File: config.mk
export PLATFORM = sky130hd
export DESIGN_NAME = instr_fetch_unit
export DESIGN_NICKNAME = d
export VERILOG_FILES = /design/src/rtl/fetch_pkg.sv /design/src/rtl/sync_fifo.sv /design/src/rtl/instr_fetch_unit.sv
export SDC_FILE = /design/constraint.sdc
export NUM_CORES = 1
export LEC_CHECK = 0
export ABC_CLOCK_PERIOD_IN_PS = 3430
export BUFFER_PORTS_ARGS = -buffer_cell sky130_fd_sc_hd__buf_4
export CAP_MARGIN = 20
export CORE_ASPECT_RATIO = 0.75
export CORE_UTILIZATION = 45
export CTS_CLUSTER_DIAMETER = 100
export CTS_CLUSTER_SIZE = 25
export DETAILED_ROUTE_END_ITERATION = 6
export GPL_ROUTABILITY_DRIVEN = 0
export HOLD_SLACK_MARGIN = 0.05
export PLACE_DENSITY = 0.74
export SYNTH_ARGS = -nofsm -noshare
export SYNTH_HDL_FRONTEND = slang
export SYNTH_SLANG_ARGS = --single-unit
File: constraint.sdc
create_clock -name clk -period 3.43 [get_ports clk]
set_clock_uncertainty 0.05 [all_clocks]
set_input_delay 0.686 -clock clk [delete_from_list [all_inputs] [get_ports clk]]
set_output_delay 0.686 -clock clk [all_outputs]
set_load 0.005 [all_outputs]
File: src/rtl/fetch_pkg.sv
// Shared types and defaults for the instruction fetch unit.
package fetch_pkg;

   localparam int unsigned AddrWDefault = 16;
   localparam int unsigned DataWDefault = 16;
   localparam logic [15:0] ResetPc      = 16'h0000;

   typedef enum logic {
      StFetch,
      StDrain
   } fetch_state_e;

endpackage

File: src/rtl/sync_fifo.sv
// Single-clock FIFO with synchronous flush; Depth must be a power of two.
module sync_fifo #(
   parameter int unsigned Width = 8,
   parameter int unsigned Depth = 4,
   localparam int unsigned PtrW = $clog2(Depth),
   localparam int unsigned CntW = $clog2(Depth) + 1
) (
   input  logic             clk_i,
   input  logic             rst_i,
   input  logic             flush_i,
   input  logic             push_i,
   input  logic [Width-1:0] wdata_i,
   input  logic             pop_i,
   output logic [Width-1:0] rdata_o,
   output logic             empty_o,
   output logic [CntW-1:0]  count_o
);

   logic [Width-1:0] mem_q [Depth];
   logic [PtrW-1:0]  wr_ptr_q, rd_ptr_q;
   logic [CntW-1:0]  count_q;
   logic             do_push, do_pop;

   assign do_pop  = pop_i && (count_q != '0);
   assign do_push = push_i && ((count_q != CntW'(Depth)) || do_pop);

   always_ff @(posedge clk_i or posedge rst_i) begin
      if (rst_i) begin
         wr_ptr_q <= '0;
         rd_ptr_q <= '0;
         count_q  <= '0;
      end else if (flush_i) begin
         wr_ptr_q <= '0;
         rd_ptr_q <= '0;
         count_q  <= '0;
      end else begin
         if (do_push) wr_ptr_q <= wr_ptr_q + PtrW'(1);
         if (do_pop)  rd_ptr_q <= rd_ptr_q + PtrW'(1);
         count_q <= count_q + CntW'(do_push) - CntW'(do_pop);
      end
   end

   always_ff @(posedge clk_i) begin
      if (do_push && !flush_i) mem_q[wr_ptr_q] <= wdata_i;
   end

   assign rdata_o = mem_q[rd_ptr_q];
   assign empty_o = (count_q == '0);
   assign count_o = count_q;

endmodule

File: src/rtl/instr_fetch_unit.sv
// In-order instruction fetch: credit-limited memory requests, response buffering
// for the decoder, and redirect handling that drops stale in-flight responses.
module instr_fetch_unit
   import fetch_pkg::*;
#(
   parameter int unsigned ADDR_W = AddrWDefault,
   parameter int unsigned DATA_W = DataWDefault,
   parameter int unsigned DEPTH  = 4
) (
   input  logic              clk,
   input  logic              rst,
   input  logic [ADDR_W-1:0] pc_value,
   output logic              pc_inc,
   output logic              pc_load,
   output logic [ADDR_W-1:0] pc_target,
   output logic              mem_req,
   output logic [ADDR_W-1:0] mem_addr,
   input  logic              mem_ready,
   input  logic              mem_rvalid,
   input  logic [DATA_W-1:0] mem_rdata,
   output logic              ins_valid,
   output logic [DATA_W-1:0] ins_data,
   output logic [ADDR_W-1:0] ins_pc,
   input  logic              ins_ready,
   input  logic              redirect_valid,
   input  logic [ADDR_W-1:0] redirect_pc
);

   localparam int unsigned CntW = $clog2(DEPTH) + 1;

   fetch_state_e             state_q;
   logic                     started_q;
   logic [CntW-1:0]          outstanding_q, drop_cnt_q, drop_cnt_d;
   logic [CntW-1:0]          aq_count, ib_count;
   logic                     aq_empty, ib_empty;
   logic [ADDR_W-1:0]        aq_rdata;
   logic [DATA_W+ADDR_W-1:0] ib_rdata;
   logic                     redirect, accept, resp_push, ins_pop, credit_ok;

   // Redirects before the block has started are ignored so outputs stay quiet.
   assign redirect  = started_q && redirect_valid;
   assign credit_ok = ({1'b0, outstanding_q} + {1'b0, ib_count}) < (CntW + 1)'(DEPTH);

   assign mem_req   = started_q && (state_q == StFetch) && credit_ok && !redirect_valid;
   assign mem_addr  = started_q ? pc_value : '0;
   assign accept    = mem_req && mem_ready;
   assign pc_inc    = accept;
   assign pc_load   = redirect;
   assign pc_target = started_q ? redirect_pc : '0;

   assign resp_push = mem_rvalid && (drop_cnt_q == '0) && !redirect;
   assign ins_valid = !ib_empty;
   assign ins_pop   = ins_valid && ins_ready;
   assign ins_data  = ins_valid ? ib_rdata[DATA_W+ADDR_W-1:ADDR_W] : '0;
   assign ins_pc    = ins_valid ? ib_rdata[ADDR_W-1:0] : '0;

   always_comb begin
      drop_cnt_d = drop_cnt_q;
      if (redirect) begin
         drop_cnt_d = outstanding_q - CntW'(mem_rvalid);
      end else if (mem_rvalid && (drop_cnt_q != '0)) begin
         drop_cnt_d = drop_cnt_q - CntW'(1);
      end
   end

   // Outside a drain drop_cnt is always zero, so it alone selects the next state.
   always_ff @(posedge clk or posedge rst) begin
      if (rst) begin
         state_q       <= StFetch;
         started_q     <= 1'b0;
         outstanding_q <= '0;
         drop_cnt_q    <= '0;
      end else begin
         started_q     <= 1'b1;
         outstanding_q <= outstanding_q + CntW'(accept) - CntW'(mem_rvalid);
         drop_cnt_q    <= drop_cnt_d;
         state_q       <= (drop_cnt_d != '0) ? StDrain : StFetch;
      end
   end

   sync_fifo #(
      .Width(ADDR_W),
      .Depth(DEPTH)
   ) u_addr_q (
      .clk_i  (clk),
      .rst_i  (rst),
      .flush_i(1'b0),
      .push_i (accept),
      .wdata_i(mem_addr),
      .pop_i  (mem_rvalid),
      .rdata_o(aq_rdata),
      .empty_o(aq_empty),
      .count_o(aq_count)
   );

   sync_fifo #(
      .Width(DATA_W + ADDR_W),
      .Depth(DEPTH)
   ) u_ins_buf (
      .clk_i  (clk),
      .rst_i  (rst),
      .flush_i(redirect),
      .push_i (resp_push),
      .wdata_i({mem_rdata, aq_rdata}),
      .pop_i  (ins_pop),
      .rdata_o(ib_rdata),
      .empty_o(ib_empty),
      .count_o(ib_count)
   );

   a_no_orphan_rvalid: assert property (@(posedge clk) disable iff (rst)
      !(mem_rvalid && (aq_empty || (outstanding_q == '0))));
   a_inc_load_excl: assert property (@(posedge clk) disable iff (rst) !(pc_inc && pc_load));
   a_queue_tracks: assert property (@(posedge clk) disable iff (rst)
      aq_count == outstanding_q);

endmodule

# After elaboration in Yosys (flattened, before gate mapping)
# Memories as Yosys holds them, arrays and structs flattened.
# Index checks and enable logic that the tools add are counted.
[word_totals] mem_count=2 register_bits=22 in_bits=54 mem_bits_rw=192
[memory_table] name="u_ins_buf.mem_q" depth=4 width=32 read_ports=1 rd_ports_with_merged_regs=0 wr=1 line_no="sync_fifo.sv:19" rtl="logic [Width-1:0] mem_q [Depth];"
[memory_table] name="u_addr_q.mem_q" depth=4 width=16 read_ports=1 rd_ports_with_merged_regs=0 wr=1 line_no="sync_fifo.sv:19"
[op_classes] n_eq_ne=2 reduce_logical=27 n_mux=16 bitwise=1 add_sub_neg=13 n_lt_le_gt_ge=1
[ops] cell="$mux W16" count=4
[ops] cell="$logic_and A1 B1 Y1" count=14
[ops] cell="$reduce_bool A3 Y1" count=4
[ops] cell="$sub A3 B1 Y3" count=4
[ops] cell="$add A3 B1 Y3" count=3
[ops] cell="$mux W3" count=3
[ops] cell="$add A2 B1 Y2 const B" count=4
[ops] cell="$mux W2" count=4
[ops] cell="$logic_not A3 Y1" count=2
[ops] cell="$ne A3 B3 Y1 const B" count=2
[ops] cell="$mux W1" count=5
[ops] cell="$add A3 B3 Y4" count=1
[ops] cell="$lt A4 B3 Y1 const B" count=1
[ops] cell="$reduce_bool A2 Y1" count=2
[ops] cell="$logic_not A1 Y1" count=3
[ops] cell="$sub A3 B1 Y3 const B" count=1
[ops] cell="$logic_or A1 B1 Y1" count=2
[ops] cell="$not A1 Y1" count=1

# Depth between registers and ports, before layout
[depth] word_depth=9 mapped_depth=11

# Cells and area by module
# From an unflattened synthesis, not the netlist that was laid out.
[hier_totals] hier_cells=468 hier_area_um2=8864.8
[by_module_without_submodules] mod="sync_fifo at u_ins_buf" n_inst=1 cells_each=213 area_each_um2=5109.9
[by_module_without_submodules] mod="sync_fifo at u_addr_q" n_inst=1 cells_each=129 area_each_um2=2806.4
[by_module_without_submodules] mod="instr_fetch_unit" n_inst=1 cells_each=126 area_each_um2=948.4

# Least setup slack after synthesis
# Ideal clock, no wire load.
[synth_timing] kind="input -> register" start="in redirect_valid" end="mem u_ins_buf.mem_q[0][0] in the netlist's numbering, enable pin" setup_ps=392 path_slack_ps=822 arrival_ps=2166 path_stages=5 required_time_ps=2988 path_cell_list="and2_1 > buf_4 > buf_4 > and2b_1 > and2_1"
[synth_between] elab_chain_cells=7
[synth_rtl] element="start, declared" line_no="instr_fetch_unit.sv:25" rtl="input logic redirect_valid,"
[synth_rtl] element="$logic_and A1 B1 Y1 (*)" line_no="instr_fetch_unit.sv:41" rtl="assign redirect = started_q && redirect_valid;"
[synth_rtl] element="via pc_load" line_no="instr_fetch_unit.sv:14" rtl="output logic pc_load,"
[synth_rtl] element="$logic_not A1 Y1 (*)" line_no="sync_fifo.sv:44, instr_fetch_unit.sv:51"
[synth_rtl] element="$logic_and A1 B1 Y1" line_no="instr_fetch_unit.sv:51" rtl="assign resp_push = mem_rvalid && (drop_cnt_q == '0) && !redirect;"
[synth_rtl] element="$logic_and A1 B1 Y1" line_no="sync_fifo.sv:25" rtl="assign do_push = push_i && ((count_q != CntW'(Depth)) || do_pop);"
[synth_rtl] element="$logic_and A1 B1 Y1 (*)" line_no="sync_fifo.sv:44" rtl="if (do_push && !flush_i) mem_q[wr_ptr_q] <= wdata_i;"
[synth_rtl] element="$mux W1 (*)" line_no="sync_fifo.sv:44"
[synth_rtl] element="$mux W1 (not written as such) (*)" line_no="sync_fifo.sv:44"
[synth_rtl] element="end, declared" line_no="sync_fifo.sv:19"
# Mark *: on every way through the listed nets, which the timed path passes. The rest lies on a longest branch.

# Worst setup path in the final report
[layout_timing] start="reg u_ins_buf.rd_ptr_q[0]" end="out ins_pc[6]"
[layout_between] elab_chain_cells=2
[layout_rtl] element="start, declared" line_no="sync_fifo.sv:20" rtl="logic [PtrW-1:0] wr_ptr_q, rd_ptr_q;"
[layout_rtl] element="start signal, assigned" line_no="sync_fifo.sv:38" rtl="if (do_pop) rd_ptr_q <= rd_ptr_q + PtrW'(1);"
[layout_rtl] element="$mem_v2 Z4 W32"
[layout_rtl] element="$mux W16" line_no="instr_fetch_unit.sv:55" rtl="assign ins_pc = ins_valid ? ib_rdata[ADDR_W-1:0] : '0;"
[layout_rtl] element="end, declared" line_no="instr_fetch_unit.sv:23" rtl="output logic [ADDR_W-1:0] ins_pc,"
# Every way passes these cells.

==> impl_metrics.env <==
export IMPL_outcome="complete, no violations"
export IMPL_static_leakage_power_nw=3.72
export IMPL_clk_pin_slew_ns=0.10
export IMPL_cpLargestDelayFamily="multiplexers"
export IMPL_cts_max_level=1
export IMPL_avgSynthCellArea_um2=19.4
export IMPL_setup_viol=0
export IMPL_critical_path_depth=4
export IMPL_design_portCount=122
export IMPL_ys_warnings_count=0
export IMPL_grt_pass1_vias=4435
export IMPL_ys_ff_latch=214
export IMPL_r2r_end="u_ins_buf.count_o[2]$_DFF_PP0_"
export IMPL_path_class="reg2out"
export IMPL_slowest_stage="mux4_2"
export IMPL_switching_power_mw=1.97
export IMPL_max_stage_delay_ns=0.55
export IMPL_drive_gt1_share_pct=35.1
export IMPL_area_growth_pct=17.9
export IMPL_overflow=0
export IMPL_crit_fanout=29
export IMPL_die_height_um=123
export IMPL_swShare_pct=27.7
export IMPL_clock_sinks=214
export IMPL_die_area_um2=20000
export IMPL_antenna_found_initial=0
export IMPL_rrSetupSlack_ns=0.95
export IMPL_vias=4311
export IMPL_setup_tns_final_ns=0
export IMPL_drt_iter0_markers=264
export IMPL_diodes=0
export IMPL_final_hold_viol_count=0
export IMPL_hpwl_um=10000
export IMPL_cts_hold_buf=0
export IMPL_ant_nets=0
export IMPL_fin_crit_sh_pct=84.2
export IMPL_core_um2=18800
export IMPL_seq_area_frac_synth_pct=72.3
export IMPL_drcViolationCount=0
export IMPL_crit_path_cell_trace="buf_12, mux4_2, and2_1, buf_4"
export IMPL_worst_slew_pin_slew_ns=0.832
export IMPL_clock_latency_ns=0.47
export IMPL_grt_first_pass_wirelength_um=24000
export IMPL_critical_path_required_ns=2.69
export IMPL_numCtsBuffers=12
export IMPL_async_flop_share_pct=10.3
export IMPL_reg2reg_depth=10
export IMPL_vias_per_cell=5.22
export IMPL_syn_area_um2=8740
export IMPL_worstSetupStartpoint="u_ins_buf.rd_ptr_q[0]$_DFFE_PP0P_"
export IMPL_first_pass_iters=4
export IMPL_cts_path_max_buffers=3
export IMPL_synth_main_ff_cell="edfxtp_1"
export IMPL_io_buffers=121
export IMPL_cp_num_buf_inv=2
export IMPL_seq_power_share_pct=46.7
export IMPL_startpoint_type="register"
export IMPL_num_rows=43
export IMPL_power_frac_clock_pct=20.6
export IMPL_wl_per_cell_um=18.7
export IMPL_wl_um=15400
export IMPL_powerDensity_nw_per_um2=690
export IMPL_combPwrFrac_pct=32.6
export IMPL_layout_nets=653
export IMPL_rr_startpoint="u_ins_buf.count_o[1]$_DFF_PP0_"
export IMPL_cts_resized=0
export IMPL_slew_viol_final=0
export IMPL_postLayoutCoreUtil_pct=54.9
export IMPL_chipWidth_um=163
export IMPL_rsz0062_at_grt="no"
export IMPL_synthCells=451
export IMPL_cts_tree="built"
export IMPL_post_cts_buffers=0
export IMPL_arrival_ns=2.15
export IMPL_timing_slew_headroom_pct=44.5
export IMPL_cts_root_buf="clkbuf_16"
export IMPL_initial_utilization_pct=46.5
export IMPL_endpoint="ins_pc[6]"
export IMPL_fmax_mhz=346
export IMPL_synth_edff_count=192
export IMPL_drv_cap=0
export IMPL_crit_path_end_kind="output port"
export IMPL_fin_crit_ns=2.89
export IMPL_min_path_type="in2async"
export IMPL_ys_types=37
export IMPL_cell_internal_pwr_mw=5.14
export IMPL_syn_num_nets=528
export IMPL_ir_worst_vdd_uv=342
export IMPL_grt_max_degree=35
export IMPL_grt_util_all_layers_pct=15.9
## through the flow
stage / std cells / hold slack, ns / power (mW) / setup WS (ns) / cell area (um2)
finish: 826 / 0.331 / 7.11 / 0.543 / 10300
global route: 826 / 0.349 / 7.51 / 0.439 / 10300
CTS: 825 / 0.356 / 7.18 / 0.485 / 10300
detailed placement: 808 / 0.479 / 5.72 / 0.872 / 9920
global placement: 808 / 0.497 / 5.62 / 0.908 / 9920
floorplan: 451 / 0.481 / 4.83 / 0.822 / 8740
## worst min-delay path by stage
stage	from	endpoint	cells after the start
final	rst	outstanding_q[1]$_DFF_PP0_	2
after global placement	u_ins_buf.rd_ptr_q[1]$_DFFE_PP0P_	u_ins_buf.rd_ptr_q[1]$_DFFE_PP0P_	2
after floorplan	drop_cnt_q[1]$_DFF_PP0_	drop_cnt_q[1]$_DFF_PP0_	2
after CTS	rst	outstanding_q[2]$_DFF_PP0_	2
after global routing	mem_rdata[2]	u_ins_buf.mem_q[2][18]$_DFFE_PP_	1
after detailed placement	u_ins_buf.rd_ptr_q[1]$_DFFE_PP0P_	u_ins_buf.rd_ptr_q[1]$_DFFE_PP0P_	2
## synth_stat cells (2+ instances only)
library cell    n  share of area, %
and2_2          3              0.26
clkbuf_1        9              0.39
buf_6           4              0.52
nand4b_1        2              0.20
or3_1           2              0.14
buf_2           6              0.34
dfrtp_1        22               6.3
and2_1         73               5.2
xor2_1          4              0.40
mux4_2         48                12
xnor2_1         9              0.90
fa_1            3              0.69
a21oi_1         2              0.11
inv_1          18              0.77
ha_1           20               2.9
edfxtp_1      192                66
nand2_1         3              0.13
nand3_1         3              0.17
buf_4           4              0.34
nor2_1          7              0.30
## registers in the layout, summed over array words and instances (netlist names)
register / count
state_q: 1
drop_cnt_q: 3
u_addr_q.wr_ptr_q: 2
started_q: 1
u_addr_q.mem_q: 64
u_addr_q.count_o: 3
u_ins_buf.rd_ptr_q: 2
u_addr_q.rd_ptr_q: 2
u_ins_buf.mem_q: 128
outstanding_q: 3
u_ins_buf.count_o: 3
u_ins_buf.wr_ptr_q: 2
## metal layers
layer	vias up	track usage (%)	part of all wire, %	wire length (um)
li1	1956	-	-	-
met1	2178	22.0	45	6990
met2	155	26.6	47	7310
met3	22	3.04	5.9	918
met4	0	2.92	1.4	223
met5	-	0	0	0
## cells by family after synthesis
group	synth area share [%]
AOI/OAI and AO/OA	0.659
xor gates and xnor gates	1.30
adders and majority gates	3.55
buffers and inverters	2.36
DFF	72.3
muxes	12.7
other	0.0429
and+or+nand+nor	7.16
## layout by cell type, fill, tap and decap left out, types with 3 or more instances in the layout
master / Yosys / final
fa_1: 3 / 3
xor2_1: 4 / 4
and2_1: 73 / 73
dfrtp_1: 22 / 21
clkbuf_1: 9 / 3
clkbuf_16: 0 / 13
edfxtp_1: 192 / 192
inv_1: 18 / 18
xnor2_1: 9 / 9
nand3_1: 3 / 3
and2_2: 3 / 3
mux4_2: 48 / 48
ha_1: 20 / 20
nor2_1: 7 / 7
buf_4: 4 / 132
nand2_1: 3 / 3
## worst register-to-register path, cell delays in order (launching register included)
cell	delay, ns
dfrtp_1	0.48
or3_1	0.39
and2_1	0.20
ha_1	0.28
inv_1	0.06
ha_1	0.13
inv_1	0.05
fa_1	0.37
xor2_1	0.17
xnor2_1	0.13
nor2_1	0.05
## power by group through the flow
stage | Clock, mW | Combinational (mW) | Sequential, mW
finish | 1.47 | 2.32 | 3.32
global route | 1.59 | 2.57 | 3.35
CTS | 1.51 | 2.29 | 3.37
detailed placement | 0 | 2.29 | 3.43
global placement | 0 | 2.21 | 3.41
floorplan | 0 | 1.55 | 3.28
## layout make-up
cell class	instances	area (um2)
fillers	1434	8470
repair buffers	134	1040
inverters	18	67.6
well taps	247	309
clock buffers	16	337
flip-flops and latches	214	6320
clock inverters	1	16.3
multi-input cells	196	2220
(Power assumes the default switching activity.)
